## src/rtl/uart_arb_pkg.sv

```systemverilog
// Shared types and helpers for the UART TX arbiter family.
//   state_e        : arbiter FSM states (idle, tag emission, packet streaming)
//   grant_w()      : width of a port index for n requesters (never below 1)
//   TagBaseDefault : default first tag byte value
package uart_arb_pkg;

  typedef enum logic [1:0] {
    StIdle   = 2'd0,
    StTag    = 2'd1,
    StStream = 2'd2
  } state_e;

  localparam logic [7:0] TagBaseDefault = 8'h30;

  function automatic int unsigned grant_w(input int unsigned n);
    return (n <= 2) ? 1 : $clog2(n);
  endfunction

endpackage

```

## src/rtl/rr_pick.sv

```systemverilog
// Combinational round-robin priority picker.
// Searches ptr_i+1, ptr_i+2, ... (mod N) and returns the first set bit of valid_i.
//   valid_i [N-1:0] : request vector
//   ptr_i   [W-1:0] : index of the most recently served requester
//   found_o         : at least one request is set
//   idx_o   [W-1:0] : winning index (0 when nothing is found)
module rr_pick
  import uart_arb_pkg::*;
#(
  parameter int unsigned N = 4,
  parameter int unsigned W = grant_w(N)
) (
  input  logic [N-1:0] valid_i,
  input  logic [W-1:0] ptr_i,
  output logic         found_o,
  output logic [W-1:0] idx_o
);

  always_comb begin
    int unsigned cand;
    found_o = 1'b0;
    idx_o   = '0;
    // Offset N wraps back to ptr_i itself, so it is searched last.
    for (int unsigned i = 1; i <= N; i++) begin
      cand = (32'(ptr_i) + i) % N;
      if (!found_o && valid_i[cand]) begin
        found_o = 1'b1;
        idx_o   = W'(cand);
      end
    end
  end

endmodule

```

## src/rtl/uart_tx_arbiter.sv

```systemverilog
// Shares one byte-wide UART TX input between N_PORTS requesters.
// Round-robin arbitration with packet lock: the granted port keeps the
// transmitter until it sends a byte flagged last or MAX_BURST bytes have gone.
// A single registered stage drives the valid/ready interface of the TX core.
//
// Ports:
//   sys_clk, sys_rst     : clock, asynchronous active-high reset
//   req_data/valid/last  : per-port byte, valid and end-of-packet flag
//   req_ready            : per-port accept (one-hot or zero)
//   tx_data/tx_valid     : registered byte toward the UART TX core
//   tx_ready             : TX core accepts the byte
//   grant_id             : currently or most recently granted port
//   busy                 : FSM not idle, or a byte is still held in the output stage
//
// Optional feature: define UART_TX_ARBITER_TAG_EN to emit a tag byte
// (TAG_BASE + grant_id) at the start of every grant.
module uart_tx_arbiter
  import uart_arb_pkg::*;
#(
  parameter int unsigned N_PORTS   = 4,
  parameter int unsigned MAX_BURST = 64,
  parameter logic [7:0]  TAG_BASE  = TagBaseDefault,
  localparam int unsigned GrantW   = grant_w(N_PORTS)
) (
  input  logic                 sys_clk,
  input  logic                 sys_rst,
  input  logic [8*N_PORTS-1:0] req_data,
  input  logic [N_PORTS-1:0]   req_valid,
  input  logic [N_PORTS-1:0]   req_last,
  output logic [N_PORTS-1:0]   req_ready,
  output logic [7:0]           tx_data,
  output logic                 tx_valid,
  input  logic                 tx_ready,
  output logic [GrantW-1:0]    grant_id,
  output logic                 busy
);

  if (N_PORTS < 2 || N_PORTS > 8) begin : g_bad_ports
    $error("uart_tx_arbiter: N_PORTS must be 2..8");
  end
  if (MAX_BURST < 1 || MAX_BURST > 255) begin : g_bad_burst
    $error("uart_tx_arbiter: MAX_BURST must be 1..255");
  end
  // Tag bytes must not wrap past 8'hFF.
  if (32'(TAG_BASE) + N_PORTS - 1 > 255) begin : g_bad_tag
    $error("uart_tx_arbiter: TAG_BASE + N_PORTS - 1 exceeds 8 bits");
  end

  state_e            state_q, state_d;
  logic [GrantW-1:0] grant_q, grant_d;
  logic [GrantW-1:0] rr_ptr_q, rr_ptr_d;
  logic [7:0]        burst_cnt_q, burst_cnt_d;
  logic [7:0]        tx_data_q, tx_data_d;
  logic              tx_valid_q, tx_valid_d;

  logic              pick_found;
  logic [GrantW-1:0] pick_idx;
  logic              load_en;
  logic [7:0]        burst_inc;

  rr_pick #(
    .N (N_PORTS),
    .W (GrantW)
  ) u_rr_pick (
    .valid_i (req_valid),
    .ptr_i   (rr_ptr_q),
    .found_o (pick_found),
    .idx_o   (pick_idx)
  );

  assign load_en   = !tx_valid_q || tx_ready;
  assign burst_inc = burst_cnt_q + 8'd1;

  always_comb begin
    state_d     = state_q;
    grant_d     = grant_q;
    rr_ptr_d    = rr_ptr_q;
    burst_cnt_d = burst_cnt_q;
    tx_data_d   = tx_data_q;
    // A byte taken by the core empties the stage unless something reloads it.
    tx_valid_d  = tx_valid_q && !tx_ready;
    req_ready   = '0;

    unique case (state_q)
      StIdle: begin
        if (pick_found) begin
          grant_d     = pick_idx;
          burst_cnt_d = '0;
`ifdef UART_TX_ARBITER_TAG_EN
          state_d     = StTag;
`else
          state_d     = StStream;
`endif
        end
      end

`ifdef UART_TX_ARBITER_TAG_EN
      StTag: begin
        if (load_en) begin
          tx_data_d  = TAG_BASE + 8'(grant_q);
          tx_valid_d = 1'b1;
          state_d    = StStream;
        end
      end
`endif

      StStream: begin
        req_ready[grant_q] = load_en;
        // A dropped valid simply stalls here: the grant is held until the packet ends.
        if (load_en && req_valid[grant_q]) begin
          tx_data_d   = req_data[8*grant_q +: 8];
          tx_valid_d  = 1'b1;
          burst_cnt_d = burst_inc;
          if (req_last[grant_q] || burst_inc == 8'(MAX_BURST)) begin
            rr_ptr_d = grant_q;
            state_d  = StIdle;
          end
        end
      end

      default: state_d = StIdle;
    endcase
  end

  always_ff @(posedge sys_clk or posedge sys_rst) begin
    if (sys_rst) begin
      state_q     <= StIdle;
      grant_q     <= '0;
      rr_ptr_q    <= GrantW'(N_PORTS - 1);
      burst_cnt_q <= '0;
      tx_data_q   <= '0;
      tx_valid_q  <= 1'b0;
    end else begin
      state_q     <= state_d;
      grant_q     <= grant_d;
      rr_ptr_q    <= rr_ptr_d;
      burst_cnt_q <= burst_cnt_d;
      tx_data_q   <= tx_data_d;
      tx_valid_q  <= tx_valid_d;
    end
  end

  assign tx_data  = tx_data_q;
  assign tx_valid = tx_valid_q;
  assign grant_id = grant_q;
  assign busy     = (state_q != StIdle) || tx_valid_q;

endmodule

```

## config.mk

```make
export PLATFORM = sky130hd
export DESIGN_NAME = uart_tx_arbiter
export DESIGN_NICKNAME = d
export VERILOG_FILES = /design/src/rtl/uart_arb_pkg.sv /design/src/rtl/rr_pick.sv /design/src/rtl/uart_tx_arbiter.sv
export SDC_FILE = /design/constraint.sdc
export NUM_CORES = 1
export LEC_CHECK = 0
export ABC_AREA = 1
export CORE_MARGIN = 2
export CORE_UTILIZATION = 68
export CTS_CLUSTER_DIAMETER = 120
export DETAILED_ROUTE_END_ITERATION = 8
export DONT_BUFFER_PORTS = 1
export PLACE_DENSITY = 0.84
export SYNTH_ARGS = -nofsm -noshare
export SYNTH_HDL_FRONTEND = slang
export SYNTH_HIERARCHICAL = 1
export SYNTH_SLANG_ARGS = --single-unit
```

## constraint.sdc

```tcl
create_clock -name sys_clk -period 3.32 [get_ports sys_clk]
set_input_delay 0.332 -clock sys_clk [delete_from_list [all_inputs] [get_ports sys_clk]]
set_output_delay 0.332 -clock sys_clk [all_outputs]
set_load 0.02 [all_outputs]
```

==> metrics.md, run 1 <==
| Metric | Value |
|---|---|
| Outcome | complete, no violations |
| WP data arrival | 2110 ps |
| Leading area contributor after synthesis | dfrtp_1 |
| Reg2Reg Capture Point | burst_cnt_q[2] |
| Post-synth top cells | nand2_1 (51), nand3_1 (32), dfrtp_1 (20), nor2_1 (20), inv_1 (13) |
| Post-Syn Instances | 216 |
| CTS root buf | clkbuf_4 |
| Pre-antenna DRT Iters | 4 |
| R2R setup slack | 930 ps |
| Top FF cell, synth | dfrtp_1 |
| Final hold vios | 0 |
| Top cell type's share of synthesized area | 0.302 |
| Leakage | 0.000728 uW |
| # H-tree levels | 1 |
| Hold-fix buffers at CTS | 0 |
| Post-synth EDFFs | 0 |
| CORE AREA | 2250 um2 |
| Hold slack | 66.8 ps |
| Via count | 1520 |
| Max-Cap Viols | 0 |
| Worst slew pin tran | 984 ps |
| Die Y | 53.3 um |
| Fraction of registers with async set/reset | 1.00 |
| DIE AREA | 2850 um2 |
| Count leader, synth | nand2_1 |
| R2R depth | 8 |
| Synthesis-to-finish area growth | 0.000121% |
| Final Max Slew Viols | 0 |
| Inserted Diodes | 0 |
| Footprint of the multi-input gates | 976 um2 |
| Number of synthesis warnings | 6 |
| Final core occ | 0.734 |
| First-pass GRT wire length | 6010 um |
| Max FO, Critical Path | 25 |
| Seq cells post-synth | 22 |
| Avg Inst Size Synth | 7.66 um2 |
| GRT Overall Usage | 0.283 |
| Mapped Area | 1660 um2 |
| Die X | 53.3 um |
| CP startpoint kind | flop |
| Initial antenna violation count | 0 |
| Synth cell types | 33 |
| Vias per cell | 6.33 |
| Critical path type | flop to output port |
| Maximum number of pins on one net before global-route repair | 26 |
| Nets | 257 |
| TritonCTS Buffers | 3 |
| Row count | 17 |
| DRT Wirelength | 3830 um |
| Post-CTS setup buffers | 0 |
| CTS tree | done |
| Reg clk slew, reported paths | 120 ps |
| DRT iter0 DRCs | 30 |
| Worst min path class | primary input to async pin |
| # resized after CTS | 0 |
| Fmax | 0.410 GHz |
| CP Capture Type | output port |
| Worst VDD drop | 715 uV |
| Final setup viols | 0 |
| Slew Limit Headroom | 0.344 |
| Syn_nets | 260 |
| Register area | 553 um2 |
| Fill cells | 187 |
| Power per Cell Area | 1030 nW/um2 |
| DP HPWL | 2950 um |
| Grt ovf | 0 |
| Critical R2R Launch | grant_id[0] |
| Setup TNS | 0 ps |
| Clock buffer depth | 2 |
| Req. time, crit path | 2990 ps |
| WL/cell | 16.0 um |
| Port Buffer Count | 0 |
| Skew final | 3.27 ps |
| Starting density of the core | 0.734 |
| Main area contributors after synthesis | dfrtp_1 (30%), nand2_1 (12%), nand3_1 (9.7%), a41oi_2 (5.9%), nor2_1 (4.5%) |
| # DRC | 0 |
| GP Congestion | 0.799 |
| Sequential element share of the synthesized area | 0.334 |
| Fin crit share | 0.735 |
| Post-route ant nets | 0 |
| IO Pins | 59 |
| Num Clock Sinks | 22 |
| RSZ-0062 raised after global routing | false |
| Minimum clock period | 2440 ps |
| Share of cells above drive strength 1 | 0.165 |
| Number of global-route vias before repair | 1409 |
| Later-pin clock latency in the skew report | 300 ps |
==> state kept, by name, summed over array words and instances, names as in the netlist <==
register / flops
burst_cnt_q: 8
tx_data: 8
grant_id: 2
rr_ptr_q: 2
state_q: 1
tx_valid: 1
==> layer usage <==
| layer | GRT usage | vias to the layer above | share of wire |
|---|---|---|---|
| li1 | - | 731 | - |
| met1 | 0.357 | 725 | 0.39 |
| met2 | 0.486 | 62 | 0.53 |
| met3 | 0.0763 | 2 | 0.066 |
| met4 | 0.0470 | 0 | 0.0047 |
| met5 | 0 | - | 0 |
==> worst max-delay path, cell delays in order (launching register included) <==
cell and delay (ps):
dfrtp_1 1010, inv_1 210, nor3_1 590
==> kinds of logic after synthesis <==
logic type	synth area share
buffers and inverters	0.0763
AOI/OAI and AO/OA	0.175
and+or+nand+nor	0.401
xor gates and xnor gates	0.00529
DFF	0.334
adders and majority gates	0.00756
==> area by class of cell <==
cell class / count / area share
Clock buffer: 4 / 0.0159
Inverter: 16 / 0.0393
Multi-Input combinational cell: 170 / 0.590
Sequential cell: 22 / 0.334
Tap cell: 28 / 0.0212
==> power by group <==
part | switching (uW) | leakage [uW] | total, uW | internal (uW)
Sequential | 264 | 0.000261 | 647 | 383
Clock | 78.3 | 0.0000150 | 125 | 46.7
Combinational | 602 | 0.000451 | 927 | 325
Total | 944 | 0.000728 | 1700 | 755
==> placed cells by master (no fill, tap or decap), types with 4 or more instances in the layout <==
cell type  synthesis  routed
nand2_1           51      51
nand3_1           32      32
nor2_1            20      20
dfrtp_1           20      20
inv_1             13      13
nand2_2           10      10
a22oi_1            9       9
a21oi_1            7       7
a41oi_2            6       6
nand2_4            5       5
o21ai_0            4       4
nor3_1             4       4
nand4_1            4       4
==> how the worst max path moves through the flow <==
stage                            from        endpoint  slack [ps]  cells past startpoint
after global placement    grant_id[0]  burst_cnt_q[3]        1080                      8
after global routing      grant_id[0]  burst_cnt_q[2]         640                      8
after CTS                 grant_id[1]    req_ready[3]         880                      2
after floorplan           grant_id[1]    req_ready[0]        1510                      4
final                     grant_id[1]    req_ready[3]         880                      2
after detailed placement  grant_id[0]  burst_cnt_q[2]         960                      8
==> stage by stage <==
step | instance area, um2 | setup slack (ps) | std cells | power [uW]
after floorplan | 1660 | 1510 | 216 | 1460
after global placement | 1630 | 1080 | 236 | 1520
after detailed placement | 1630 | 956 | 236 | 1570
after CTS | 1660 | 877 | 240 | 1690
after global routing | 1660 | 640 | 240 | 1840
final | 1660 | 878 | 240 | 1700
Note: power is estimated with default switching activity, not from simulation.
==> run 2: changes to the inputs <==
CORE_ASPECT_RATIO = 0.5   (was default)
CORE_UTILIZATION = 63   (was 68)
PLACE_DENSITY = 0.79   (was 0.84)
clock period = 2.54 ns   (was 3.32 ns; I/O delays follow)
==> metrics.md, run 2 (synthesized netlist as in run 1, its figures left out) <==
| Metric | Value |
|---|---|
| Setup TNS | 0 ps (unchanged) |
| Max FO, Critical Path | 11 (-56%) |
| Inserted Diodes | 0 (unchanged) |
| Final Max Slew Viols | 0 (unchanged) |
| Fmax | 0.498 GHz |
| Slew Limit Headroom | 0.432 (+0.0876) |
| RSZ-0062 raised after global routing | false |
| Worst VDD drop | 588 uV (-18%) |
| Minimum clock period | 2010 ps |
| GRT Overall Usage | 0.257 (-0.0252) |
| Slowest cell on crit path | dfstp_2 |
| Die X | 76.5 um (+43%) |
| Port Buffer Count | 0 (unchanged) |
| Outcome | complete, no violations |
| Pre-antenna DRT Iters | 4 (unchanged) |
| # DRC | 0 (unchanged) |
| Worst path cell trace | inv_6 > nand2_2 > nand2_1 > nand2_1 > nand2_2 > nor2_4 > nand4_1 > a21oi_2 > nand2_1 > o31ai_1 |
| IO Pins | 59 (unchanged) |
| Number of global-route vias before repair | 1270 (-9.9%) |
| Critical path type | flop to flop |
| Non-Filler Cell Area, Final | 1750 um2 (+5.7%) |
| DIE AREA | 3080 um2 (+8.2%) |
| Initial antenna violation count | 0 (unchanged) |
| WP data arrival | 2190 ps (+80 ps) |
| First-pass GRT wire length | 5900 um (-1.8%) |
| DRT iter0 DRCs | 83 (+180%) |
| Post-CTS setup buffers | 0 (unchanged) |
| Nets | 262 (+1.9%) |
| Final setup viols | 0 (unchanged) |
| Row count | 13 (-4) |
| Grt ovf | 0 (unchanged) |
| Maximum number of pins on one net before global-route repair | 26 (unchanged) |
| Synthesis-to-finish area growth | 5.67% |
| Most frequent cells in the layout | nand2_1 (51), nand3_1 (32), nor2_1 (20), dfrtp_1 (20), inv_1 (13) |
| Placed cell areas | 1680 um2 (+3.0%) |
| CP Capture Type | flop |
| Fill cells | 221 (+18%) |
| Final core occ | 0.689 (-0.0448) |
| TritonCTS Buffers | 3 (unchanged) |
| DP HPWL | 2880 um (-2.2%) |
| Later-pin clock latency in the skew report | 270 ps (-30 ps) |
| Worst min path class | primary input to async pin |
| Most frequent CP cell | nand2_1 |
| Req. time, crit path | 2730 ps (-260 ps) |
| Post-route ant nets | 0 (unchanged) |
| Overall power | 2450 uW (+44%) |
| GP Congestion | 0.894 (+12%) |
| Max-Cap Viols | 0 (unchanged) |
| Reg clk slew, reported paths | 90 ps (-30 ps) |
| Commonest non-fill, non-tap cell in the layout | nand2_1 |
| Largest stage delay on the critical path | 680 ps (-330 ps) |
| DRT Wirelength | 3850 um (+0.52%) |
| Clock buffer depth | 2 (unchanged) |
| CP startpoint kind | flop |
| Hold-fix buffers at CTS | 0 (unchanged) |
| CTS tree | done |
| # resized after CTS | 0 (unchanged) |
| Share of cells above drive strength 1 | 0.189 (+0.0238) |
| Die Y | 40.2 um (-25%) |
| Leakage | 0.000773 uW (+6.3%) |
| Via count | 1517 (-0.20%) |
| Power per Cell Area | 1400 nW/um2 (+36%) |
| Skew final | 5.04 ps (+1.77 ps) |
| Final hold vios | 0 (unchanged) |
| Vias per cell | 5.97 (-5.7%) |
| WL/cell | 15.2 um (-5.0%) |
| Worst slew pin tran | 852 ps (-132 ps) |
| Num Clock Sinks | 22 (unchanged) |
| Starting density of the core | 0.652 (-0.0818) |
| CTS root buf | clkbuf_8 |
| # H-tree levels | 1 (unchanged) |
| CORE AREA | 2540 um2 (+13%) |
| Fin crit share | 0.791 |
-- run 2: cell count changes in the layout (fill, tap and decap cells not counted), sizes merged --
cell    previous run  this run
buf                0         5
bufinv             0         1
clkbuf             4         3
-- run 2: per-stage QoR --
step                      cells  setup slack, ps  hold slack [ps]
after floorplan             216              807              242
after global placement      250              606              355
after detailed placement    250              580              357
after CTS                   254              567             66.6
after global routing        254              385             62.7
final                       254              531             36.2
-- run 2: path summary, 6_finish.rpt --
check | startpoint | endpoint | slack [ps] | cells past startpoint
max in group asynchronous | sys_rst | grant_id[0] | 1980 | 1
max reg2reg | rr_ptr_q[0] | burst_cnt_q[2] | 530 | 10
min reg2reg | burst_cnt_q[7] | burst_cnt_q[7] | 530 | 2
max | rr_ptr_q[0] | burst_cnt_q[2] | 530 | 10
min | sys_rst | tx_data[1] | 40 | 1
min in group sys_clk | tx_ready | tx_valid | 70 | 1
-- run 2: final cells by class --
cell class	count	area (um2)	share of cell area
Clock buffer	3	41.3	0.0236
Clock inverter	1	30.0	0.0172
Inverter	16	65.1	0.0372
Multi-Input combinational cell	170	976	0.558
Sequential cell	22	553	0.316
Tap cell	37	46.3	0.0265
Timing Repair Buffer	5	37.5	0.0215
-- run 2: routing by layer --
layer | track usage | wire [um]
met5 | 0 | 0
met4 | 0.114 | 52
met3 | 0.0676 | 212
met2 | 0.434 | 1870
met1 | 0.330 | 1710
-- run 2: critical path, delay by kind of cell, from the launching register on --
| family | cells | cell delay, ps |
|---|---|---|
| and+or+nand+nor | 7 | 700 |
| AOI/OAI and AO/OA | 2 | 470 |
| DFF | 1 | 680 |
| buffers and inverters | 1 | 80 |
-- run 2: power by group --
part	internal, uW	switching (uW)
clock network	211	124
registers	504	264
logic	466	879
total	1180	1270
==> run 3: changes to the inputs <==
clock period = 2 ns   (was 2.54 ns; I/O delays follow)
==> metrics.md, run 3 (synthesized netlist as in run 1, its figures left out) <==
| Metric | Value |
|---|---|
| Nets | 272 (+3.8%) |
| Final setup viols | 0 (unchanged) |
| Leakage | 0.000811 uW (+4.9%) |
| Clock buffer depth | 2 (unchanged) |
| DRT iter0 DRCs | 90 (+8.4%) |
| Commonest non-fill, non-tap cell in the layout | nand2_1 |
| Met3 WL | 210 um (-0.94%) |
| Hold slack | -8.86 ps (-45.0 ps) |
| Final core occ | 0.711 (+0.0212) |
| Synthesis-to-finish area growth | 8.92% |
| GP Congestion | 0.890 (-0.44%) |
| Most frequent cells in the layout | nand2_1 (51), nand3_1 (32), nor2_1 (20), dfrtp_1 (20), buf_4 (14) |
| DRT Wirelength | 3760 um (-2.3%) |
| Inserted Diodes | 0 (unchanged) |
| Overall power | 3120 uW (+27%) |
| Worst VDD drop | 692 uV (+18%) |
| Port Buffer Count | 0 (unchanged) |
| Share of cells above drive strength 1 | 0.220 (+0.0313) |
| Final hold vios | 20 (+20) |
| Max FO, Critical Path | 8 (-3) |
| Via count | 1567 (+3.3%) |
| Hold-fix buffers at CTS | 0 (unchanged) |
| Failing checks | hold timing |
| Metal1 wirelength | 1680 um (-2.0%) |
| Vias per cell | 5.94 (-0.62%) |
| Final Max Slew Viols | 0 (unchanged) |
| Non-Filler Cell Area, Final | 1800 um2 (+3.1%) |
| Starting density of the core | 0.652 (unchanged) |
| Maximum number of pins on one net before global-route repair | 23 (-12%) |
| Skew final | 2.60 ps (-2.44 ps) |
| Placed cell areas | 1730 um2 (+3.1%) |
| Worst Setup SP | rr_ptr_q[0] |
| Minimum clock period | 1850 ps (-162 ps) |
| Power per Cell Area | 1730 nW/um2 (+24%) |
| Critical path type | flop to flop |
| CP startpoint kind | flop |
| Die X | 76.5 um (unchanged) |
| IO Pins | 59 (unchanged) |
| First-pass GRT wire length | 5620 um (-4.7%) |
| Number of global-route vias before repair | 1253 (-1.3%) |
| WP data arrival | 2020 ps (-170 ps) |
| Row count | 13 (unchanged) |
| CP Capture Type | flop |
| Pre-antenna DRT Iters | 5 (+1) |
| Slew Limit Headroom | 0.443 (+0.0114) |
| Num Clock Sinks | 22 (unchanged) |
| Critical Path Sink | burst_cnt_q[2] |
| CTS tree | done |
| Setup TNS | 0 ps (unchanged) |
| R2R setup slack | 150 ps (-380 ps) |
| CTS root buf | clkbuf_8 |
| Fmax | 0.541 GHz (+8.8%) |
| GRT Overall Usage | 0.237 (-0.0206) |
| DIE AREA | 3080 um2 (unchanged) |
| # H-tree levels | 1 (unchanged) |
| Reg clk slew, reported paths | 80 ps (about the same) |
| Req. time, crit path | 2170 ps (-560 ps) |
| DP HPWL | 2810 um (-2.5%) |
| RSZ-0062 raised after global routing | false |
| CORE AREA | 2540 um2 (unchanged) |
| Worst min path class | primary input to async pin |
| Post-route ant nets | 0 (unchanged) |
| Max-Cap Viols | 0 (unchanged) |
| DR WL met2 | 1860 um (-0.64%) |
| Outcome | finished with violations |
| Die Y | 40.2 um (unchanged) |
| R2R depth | 10 (unchanged) |
| Worst slew pin tran | 835 ps (-17.0 ps) |
| Fin crit share | 0.924 (+0.133) |
| Highest metal used | met4 |
| WL/cell | 14.3 um (-6.0%) |
| Critical R2R Launch | rr_ptr_q[0] |
| Initial antenna violation count | 0 (unchanged) |
| Later-pin clock latency in the skew report | 260 ps (about the same) |
| # DRC | 0 (unchanged) |
| TritonCTS Buffers | 3 (unchanged) |
| Reg2Reg Capture Point | burst_cnt_q[2] |
| Grt ovf | 0 (unchanged) |
run 3: area by class of cell:
cell class | count | area [um2]
clock buffers | 4 | 45.0
fillers | 224 | 734
inverters | 16 | 65.1
multi-input cells | 170 | 983
flip-flops and latches | 22 | 553
well taps | 37 | 46.3
repair buffers | 15 | 110
run 3: worst min-delay path by stage:
stage,cells past startpoint,startpoint,end
2_1_floorplan,1,sys_rst,burst_cnt_q[0]
3_3_place_gp,1,sys_rst,tx_data[2]
3_5_place_dp,1,tx_ready,tx_valid
4_1_cts,1,sys_rst,burst_cnt_q[7]
5_1_grt,1,tx_ready,tx_valid
6_report,1,sys_rst,burst_cnt_q[7]
run 3: repair_timing:
item,in CTS,in global routing
setup endpoints to repair,1,8
resized for setup,1,0
setup buffers,0,3
pin swaps,0,1
endpoints found under the hold margin,0,0
run 3: critical path, stage by stage, from the launching register on:
cell and delay, ps:
dfstp_2 620, inv_6 70, nand2_2 60, nand2_1 70
nand2_1 100, nand2_2 70, nor2_4 130, nand4_1 190
a21oi_4 290, nand2_1 80, o31ai_1 70
run 3: power breakdown:
part / switching, uW / internal [uW]
registers: 308 / 640
logic: 1180 / 712
clock network: 141 / 142
run 3: metal layers:
layer / track usage / up-vias
met5: 0 / -
met4: 0.0455 / 0
met3: 0.0518 / 4
met2: 0.429 / 68
met1: 0.309 / 725
li1: - / 770
run 3: per-stage QoR:
| stage | instances | setup slack (ps) | hold slack (ps) |
|---|---|---|---|
| floorplan | 216 | 294 | 188 |
| global placement | 257 | 127 | 297 |
| detailed placement | 257 | 8.51 | 304 |
| CTS | 261 | 48.8 | 24.2 |
| global route | 264 | 19.2 | 21.0 |
| finish | 264 | 152 | -8.86 |
